<file path="config.mk">
export PLATFORM = sky130hd
export DESIGN_NAME = burst_rr_arbiter_flat
export DESIGN_NICKNAME = d
export VERILOG_FILES = /design/src/rtl/burst_rr_arbiter_pkg.sv /design/src/rtl/burst_rr_arbiter_if.sv /design/src/rtl/burst_rr_arbiter_pick.sv /design/src/rtl/burst_rr_arbiter.sv /design/src/flat_wrapper.sv
export SDC_FILE = /design/constraint.sdc
export NUM_CORES = 1
export LEC_CHECK = 0
export ABC_AREA = 1
export CORE_ASPECT_RATIO = 1.75
export CORE_MARGIN = 2
export CORE_UTILIZATION = 34
export DETAILED_ROUTE_END_ITERATION = 8
export GPL_TIMING_DRIVEN = 0
export PLACE_DENSITY = 0.95
export RECOVER_POWER = 25
export SETUP_SLACK_MARGIN = 0.02
export SLEW_MARGIN = 20
export SYNTH_ARGS = -nofsm -noshare
export SYNTH_HDL_FRONTEND = slang
export SYNTH_SLANG_ARGS = --single-unit
</file>
<file path="constraint.sdc">
create_clock -name clk -period 4.6 [get_ports clk]
set_clock_uncertainty 0.15 [all_clocks]
set_input_delay 0.92 -clock clk [delete_from_list [all_inputs] [get_ports clk]]
set_output_delay 0.92 -clock clk [all_outputs]
set_load 0.02 [all_outputs]
</file>
<file path="src/rtl/burst_rr_arbiter_pkg.sv">
// arb_pkg: shared FSM state type and wrapping pointer increment for burst_rr_arbiter
package arb_pkg;
  typedef enum logic {IDLE, BURST} arb_state_e;
  function automatic int rr_next(int ptr, int n);
    return ptr == n - 1 ? 0 : ptr + 1;
  endfunction
endpackage

</file>
<file path="src/rtl/burst_rr_arbiter_if.sv">
// burst_rr_arbiter_if: requester and consumer valid/ready bundle around the arbiter
// master = requester/consumer side, slave = arbiter side
interface burst_rr_arbiter_if #(
  parameter type T = logic [31:0],
  parameter int N = 4,
  parameter int IW = $clog2(N)
);
  logic [N-1:0] req_valid, req_last, req_ready;
  T req_data [N];
  logic out_valid, out_last, out_ready;
  T out_data;
  logic [IW-1:0] out_id;
  modport master (
    output req_valid, req_data, req_last, out_ready,
    input req_ready, out_valid, out_data, out_last, out_id
  );
  modport slave (
    input req_valid, req_data, req_last, out_ready,
    output req_ready, out_valid, out_data, out_last, out_id
  );
endinterface

</file>
<file path="src/rtl/burst_rr_arbiter_pick.sv">
// rr_pick: combinational rotate-priority encoder, first valid at or after ptr (wrapping)
// ports: valid (per-requester), ptr (start index) -> found (any valid), idx (winner)
module rr_pick #(
  parameter int N = 4,
  localparam int IW = $clog2(N)
) (
  input  logic [N-1:0]  valid,
  input  logic [IW-1:0] ptr,
  output logic          found,
  output logic [IW-1:0] idx
);
  logic [IW-1:0] hi, lo;
  logic hi_found;
  always_comb begin
    hi = '0;
    lo = '0;
    hi_found = 1'b0;
    for (int i = N - 1; i >= 0; i--) begin
      if (valid[i]) lo = IW'(i);
      if (valid[i] && i >= int'(ptr)) begin
        hi = IW'(i);
        hi_found = 1'b1;
      end
    end
  end
  // nothing at or above ptr means the search wraps to the lowest valid index
  assign found = |valid;
  assign idx = hi_found ? hi : lo;
endmodule

</file>
<file path="src/rtl/burst_rr_arbiter.sv">
// burst_rr_arbiter: round-robin arbiter with bounded burst lock in front of one shared consumer
// ports: clk, rst_n (async active-low), bus (slave: req_* from requesters, out_* to consumer)
module burst_rr_arbiter
  import arb_pkg::*;
#(
  parameter type T = logic [31:0],
  parameter int N = 4,
  parameter int MAX_BURST = 8,
  parameter int IW = $clog2(N)
) (
  input logic clk,
  input logic rst_n,
  burst_rr_arbiter_if.slave bus
);
  localparam int BW = $clog2(MAX_BURST + 1);
  arb_state_e state;
  logic [IW-1:0] ptr, owner, win, sel;
  logic [BW-1:0] beats;
  logic found, sel_valid, eff_last, fire;
  rr_pick #(.N(N)) u_pick (.valid(bus.req_valid), .ptr(ptr), .found(found), .idx(win));
  // outputs are gated by rst_n so an asserted reset silences the port before any clock edge
  always_comb begin
    sel = state == BURST ? owner : found ? win : ptr;
    sel_valid = rst_n && (state == BURST ? bus.req_valid[sel] : found);
    eff_last = bus.req_last[sel] || beats == BW'(MAX_BURST - 1);
    fire = sel_valid && bus.out_ready;
    bus.out_valid = sel_valid;
    bus.out_data = sel_valid ? T'(bus.req_data[sel]) : T'('0);
    bus.out_last = sel_valid && eff_last;
    bus.out_id = rst_n ? sel : '0;
    bus.req_ready = fire ? N'(1) << sel : '0;
  end
  always_ff @(posedge clk or negedge rst_n) begin
    if (!rst_n) begin
      state <= IDLE;
      ptr <= '0;
      owner <= '0;
      beats <= '0;
    end else if (fire) begin
      state <= eff_last ? IDLE : BURST;
      ptr <= eff_last ? IW'(rr_next(int'(sel), N)) : ptr;
      owner <= sel;
      beats <= eff_last ? '0 : beats + BW'(1);
    end
  end
endmodule

</file>
<file path="src/flat_wrapper.sv">
// flat-port wrapper written by rule: the top's interface ports become plain ports
module burst_rr_arbiter_flat import arb_pkg::*;
#(
  parameter type T = logic [31:0],
  parameter int N = 4,
  parameter int MAX_BURST = 8,
  parameter int IW = $clog2(N)
)
  (clk, rst_n, bus_req_valid, bus_req_data, bus_req_last, bus_out_ready, bus_req_ready, bus_out_valid, bus_out_data, bus_out_last, bus_out_id);
  burst_rr_arbiter_if #(.T(T), .N(N), .IW(IW)) bus_i ();
  input logic clk;
  input logic rst_n;
  input wire logic [$bits(bus_i.req_valid)-1:0] bus_req_valid;
  input wire logic [$bits(bus_i.req_data)-1:0] bus_req_data;
  input wire logic [$bits(bus_i.req_last)-1:0] bus_req_last;
  input wire logic [$bits(bus_i.out_ready)-1:0] bus_out_ready;
  output wire logic [$bits(bus_i.req_ready)-1:0] bus_req_ready;
  output wire logic [$bits(bus_i.out_valid)-1:0] bus_out_valid;
  output wire logic [$bits(bus_i.out_data)-1:0] bus_out_data;
  output wire logic [$bits(bus_i.out_last)-1:0] bus_out_last;
  output wire logic [$bits(bus_i.out_id)-1:0] bus_out_id;
  assign bus_i.req_valid = bus_req_valid;
  assign bus_i.req_data = {>>{bus_req_data}};
  assign bus_i.req_last = bus_req_last;
  assign bus_i.out_ready = bus_out_ready;
  assign bus_req_ready = bus_i.req_ready;
  assign bus_out_valid = bus_i.out_valid;
  assign bus_out_data = bus_i.out_data;
  assign bus_out_last = bus_i.out_last;
  assign bus_out_id = bus_i.out_id;
  burst_rr_arbiter #(.T(T), .N(N), .MAX_BURST(MAX_BURST), .IW(IW)) u_core (.clk(clk), .rst_n(rst_n), .bus(bus_i));
endmodule
</file>
Word level (Yosys, flattened, before mapping) --
Index checks and enable logic that the tools add are counted.
Storage, ports and cells: register bits 9, memories 0, output and inout port bits 40, word-level logic and storage cells 52, RAM bits 0, bits in latches 0, ROM bits 0
Operators by class: divide/modulo/power cells 0, $add $sub $neg 2, $lt $le $gt $ge 5, equality and inequality tests 2, multiplexer cells 28, reduce and logical (&&, ||, !) cells 9, shift-type cells 1, bitwise gates (word level) 1, multipliers 0
Operator list (count):
- $mux 32 | 3
- $bmux 32 s2 | 1
- $mux 2 | 12
- $mux 1 | 8
- $mux 4 | 2
- $logic_and 1x1->1 | 6
- $add 4x1->4 const B | 1
- $bmux 1 s2 | 2
- $eq 4x3->1 const B | 1
- $ge 1x2->1 const A | 2
- $reduce_or 4->1 | 1
- $shl 1x2->4 const A | 1
- $ge 3x3->1 const B | 1
- $lt 2x3->1 const B | 1
- $not 2->3 | 1
- $add 2x1->2 const B | 1
- $eq 2x1->1 const B | 1
- $ge 2x2->1 const A | 1
- $reduce_and 2->1 | 1
- $logic_or 1x1->1 | 1

Longest topological paths before layout --
depth in word-level cells 14, gate-level depth with buffers 16, mapped depth without buffers 15

Modules after synthesis --
Synthesis repeated with hierarchy kept, for this count alone.
Second synthesis, totals: cell total of the unflattened synthesis 381, area total of the unflattened synthesis 1886.8 µm²
Modules (own cells, without submodules):
- burst_rr_arbiter | sequential area each 225.2 µm², area an instance 1784.2 µm², cells each 357, instances 1
- rr_pick | sequential area each 0.0 µm², area an instance 102.6 µm², cells each 24, instances 1

Worst setup path before layout --
No wires, ideal clock.
path kind input to output, start point input bus_req_valid[2], end point output bus_out_data[22], stages on the path 13, data arrival time 2.338 ns, slack 1.192 ns, required time 3.530 ns, path buffers 2, cells stage by stage inv_1 -> nand4_1 -> o21ai_1 -> inv_1 -> nand2_4 -> nand2_4 -> inv_2 -> buf_6 -> buf_6 -> nor2_1 -> nor2_1 -> o21ai_0 -> a21oi_1
Between the ends: longest elaborated chain between the ends 12, elaborated cells between the ends (all ways) 23, classes of those cells mux: 19; bitwise: 1; reduce/logical: 3
Ends and longest elaborated chain:
- start, declared | line flat_wrapper.sv:13 | input wire logic [$bits(bus_i.req_valid)-1:0] bus_req_valid;
- $logic_and 1x1->1 | line burst_rr_arbiter_pick.sv:20 | if (valid[i] && i >= int'(ptr)) begin
- $mux 2 or $mux 1 (tied branches) (3 in series) | line burst_rr_arbiter_pick.sv:20
- $mux 2 | line burst_rr_arbiter_pick.sv:28 | assign idx = hi_found ? hi : lo;
- $mux 2 (2 in series) | line burst_rr_arbiter.sv:23 | sel = state == BURST ? owner : found ? win : ptr;
- $bmux 1 s2 or $not 2->3 (tied branches) | line burst_rr_arbiter.sv:24, burst_rr_arbiter.sv:28
- $mux 1 (implied by the code) or $bmux 32 s2 (tied branches) | line burst_rr_arbiter.sv:24, burst_rr_arbiter.sv:28
- $mux 1 or $mux 32 (tied branches) | line burst_rr_arbiter.sv:24, burst_rr_arbiter.sv:28
- $logic_and 1x1->1 or $mux 32 (tied branches) | line burst_rr_arbiter.sv:24, burst_rr_arbiter.sv:28
- $mux 32 (*) | line burst_rr_arbiter.sv:28 | bus.out_data = sel_valid ? T'(bus.req_data[sel]) : T'('0);
- end, declared | line flat_wrapper.sv:19 | output wire logic [$bits(bus_i.out_data)-1:0] bus_out_data;
Mark *: on every way between the ends. The rest lies on a longest branch, timed or not. The select of a mux whose other input is x is not followed.

Worst setup path after layout --
start point input bus_req_valid[0], end point output bus_out_data[15]
Between the ends: longest elaborated chain between the ends 10, elaborated cells between the ends (all ways) 17, classes of those cells mux: 13; bitwise: 1; reduce/logical: 3
Ends and longest elaborated chain (line):
- $logic_and 1x1->1 | burst_rr_arbiter_pick.sv:20
- $mux 2 or $mux 1 (tied branches) | burst_rr_arbiter_pick.sv:20
- $mux 2 | burst_rr_arbiter_pick.sv:28
- $mux 2 (2 in series) | burst_rr_arbiter.sv:23
- $bmux 1 s2 or $not 2->3 (tied branches) | burst_rr_arbiter.sv:24, burst_rr_arbiter.sv:28
- $mux 1 (implied by the code) or $bmux 32 s2 (tied branches) | burst_rr_arbiter.sv:24, burst_rr_arbiter.sv:28
- $mux 1 or $mux 32 (tied branches) | burst_rr_arbiter.sv:24, burst_rr_arbiter.sv:28
- $logic_and 1x1->1 or $mux 32 (tied branches) | burst_rr_arbiter.sv:24, burst_rr_arbiter.sv:28
- $mux 32 (*) | burst_rr_arbiter.sv:28
Marked as above.

==> reports/results.tsv <==
metric	value	unit
outcome	finished, final reports clean	
ys.warnings.count	0	
drc	0	
syn_inst	365	
routed_wl	9.54	mm
crit_path_max_fanout	10	
syn_area	1920	um2
post_route_cells_drive_above_1_share	7.31	%
die_x	60.8	um
place_ws	-0.120	ns
period_share	95.4	%
num_rows	36	
clock_latency	0.23	ns
hold_viol_final	0	
slowest_delay	0.51	ns
synth_mux_area_share	0	%
core	5500	um2
busiest_layer	met2	
yosysUniqueCellTypes	26	
h-tree-depth	1	
synth_nets	509	
synth_top_area_cell	nor2_1	
worstSetupPathType	input pin to output port	
crit-reg2reg-launch	u_core.ptr[1]	
cts_buffers	3	
fin_ws	0.212	ns
grt_pass1_wl	13.7	mm
final_antenna_net_count	0	
synth-xor-area-share	0.912	%
grt_pass1_vias	3030	
grt_start_max_net_pins	12	
synth-seq-cells	9	
worst_pin_slew	0.556	ns
clk_path_buf_depth	2	
syn_avg_cell_area	5.26	um2
dpl.hpwl	7.61	mm
avgViaCountPerCell	5.08	
cp_slowest_cell	clkdlybuf4s50_1	
synthAdderAreaFrac	3.26	%
via_count	3162	
detail_route.iter0.violations	206	
grt.met2_usage	52.5	%
nNetsFinal	692	
slew-limit-headroom	62.8	%
ys_seq_area_share	11.7	%
critical_path.cell_chain	clkdlybuf4s50_1, inv_1, nand4_1, o21ai_1, inv_1, nand2_4, nand2_4, inv_2, buf_6, buf_6, nor2_1, nor2_1, o21ai_0, a21oi_1, dlygate4sd2_1	
synth_top_family_by_area	simple AND/OR/NAND/NOR gates	
cts.sinks	9	
design_area	3890	um2
total_power	2.22	mW
area_growth	103	%
end_kind	output port	
cts_hold_buf	0	
synth-compound-area-share	27.6	%
regToRegEndpoint	u_core.ptr[0]	
initial_core_util	34.9	%
clk_pin_slew	0.04	ns
gp_congestion	0.863	
cts_tree	yes	
powerDensity	571	nW/um2
holdWs	0.350	ns
wl_per_cell	15.3	um
slew_violations	0	
ir_drop	0.366	mV
use_met1	29.4	%
pin_count	179	
ff2ff_path_depth	14	
worstHoldEndpoint	u_core.owner[0]	
drtPass1Iterations	4	
fmax	228	MHz
grt_use_total	28.1	%
n_antenna_cell	0	
io_buffers	178	
grt-ovfl-total	0	
hp-start	u_core.owner[0]	
worstPathRequired	3.53	ns
cp-start-kind	input pin	
total_leakage_power	2.00	nW
synth_area_leaders	nor2_1, o21ai_0, dfrtp_1	
hold_path_class	flop to flop	
rsz0062_at_grt	false	
finalCriticalPeriod	4.39	ns
cts_root_buf	clkbuf_8	
synth_top_area_share	26.4	%
place_area	3800	um2
die_h	103	um
antenna_found_initial	0	
grtUsageMet3	7.09	%
setup_viol	0	
cap_violations	0	
regToRegSetupSlack	2.38	ns
hold_depth	2	
synthSimpleGateAreaFrac	44.2	%
die_area	6290	um2
critPathArrivalTime	3.32	ns
## power by group
| group | internal [mW] | total [mW] | switching, mW |
|---|---|---|---|
| Sequential | 0.111 | 0.138 | 0.0271 |
| Clock | 0.0604 | 0.0925 | 0.0321 |
| Combinational | 0.771 | 1.99 | 1.22 |
## registers in the layout (all words and copies together), names as in the netlist
signal / count
u_core.owner: 2
u_core.ptr: 2
u_core.state: 1
u_core.beats: 4
## routing by layer
| layer | routed length, um | vias up |
|---|---|---|
| met5 | 0 | - |
| met3 | 899 | 24 |
| li1 | - | 1547 |
| met4 | 256 | 0 |
| met1 | 3240 | 1416 |
| met2 | 5140 | 175 |
## cell type report
type | count | area, um2
fill | 484 | 1600
inverter | 21 | 78.8
buffer | 25 | 173
sequential | 9 | 225
clock buffer | 4 | 45.0
tap | 76 | 95.1
timing repair buffer | 178 | 1810
multi-input combinational | 310 | 1470
## worst max-delay path: cells and delay by family
| kind | cells | cell delay (ns) |
|---|---|---|
| AO/OA/AOI/OAI | 3 | 0.40 |
| buffers and inverters | 7 | 1.48 |
| AND/OR/NAND/NOR | 5 | 0.52 |
## what timing repair did
item	4_1_cts	5_1_grt
setup endpoints to repair	35	20
setup buffers	0	0
gates resized for setup	22	25
## cell usage after synthesis, drive strengths merged
master  instances
nor2          141
o21ai          69
nand2          37
a21oi          33
inv            21
nand3          18
buf            17
dfrtp           9
clkbuf          8
ha              5
nand3b          2
nand4           1
nor3            1
o21bai          1
xnor2           1
xor2            1
## through the flow
stage	setup TNS (ns)	util, %	instances
after floorplan	0	-	365
after global placement	-0.0816	69.1	619
after detailed placement	-0.945	69.1	619
after CTS	0	69.7	623
after global routing	0	70.8	623
final	0	70.8	623
## worst max-delay path by stage
stage | from | end | slack, ns | cells after the start
6_report | bus_req_valid[0] | bus_out_data[15] | 0.21 | 15
3_5_place_dp | bus_req_valid[0] | bus_req_ready[3] | -0.12 | 13
2_1_floorplan | bus_req_valid[2] | bus_out_data[22] | 1.19 | 13
4_1_cts | bus_req_valid[0] | bus_out_data[28] | 0.005 | 15
5_1_grt | bus_req_valid[0] | bus_out_data[11] | 0.03 | 14
3_3_place_gp | bus_req_valid[1] | bus_out_data[2] | -0.04 | 13
## layout by cell type (no fill, tap or decap), types with 2 or more instances in the layout
cell type | Yosys | final
clkdlybuf4s50_1 | 0 | 140
clkbuf_1 | 8 | 7
o21ai_0 | 57 | 57
nor2_4 | 2 | 2
o21ai_2 | 3 | 3
clkbuf_8 | 0 | 3
dlygate4sd2_1 | 0 | 17
nand2_2 | 2 | 2
nor2_2 | 4 | 4
clkbuf_4 | 0 | 4
inv_2 | 2 | 2
nand3_1 | 14 | 14
buf_2 | 9 | 5
nand2_1 | 33 | 33
nand2_4 | 2 | 2
ha_1 | 5 | 5
buf_6 | 7 | 7
dfrtp_1 | 9 | 9
a21oi_1 | 33 | 33
o21ai_1 | 9 | 9
nand3b_1 | 2 | 2
inv_1 | 19 | 19
nand3_2 | 4 | 3
nor2_1 | 135 | 135
dlymetal6s2s_1 | 0 | 19
## kinds of logic after synthesis
family	count (synthesis)
AND/OR/NAND/NOR	200
AO/OA/AOI/OAI	103
buffers and inverters	46
flip-flops	9
adder cells (fa/ha/maj)	5
XOR/XNOR	2
Note: power is estimated with default switching activity, not from simulation.
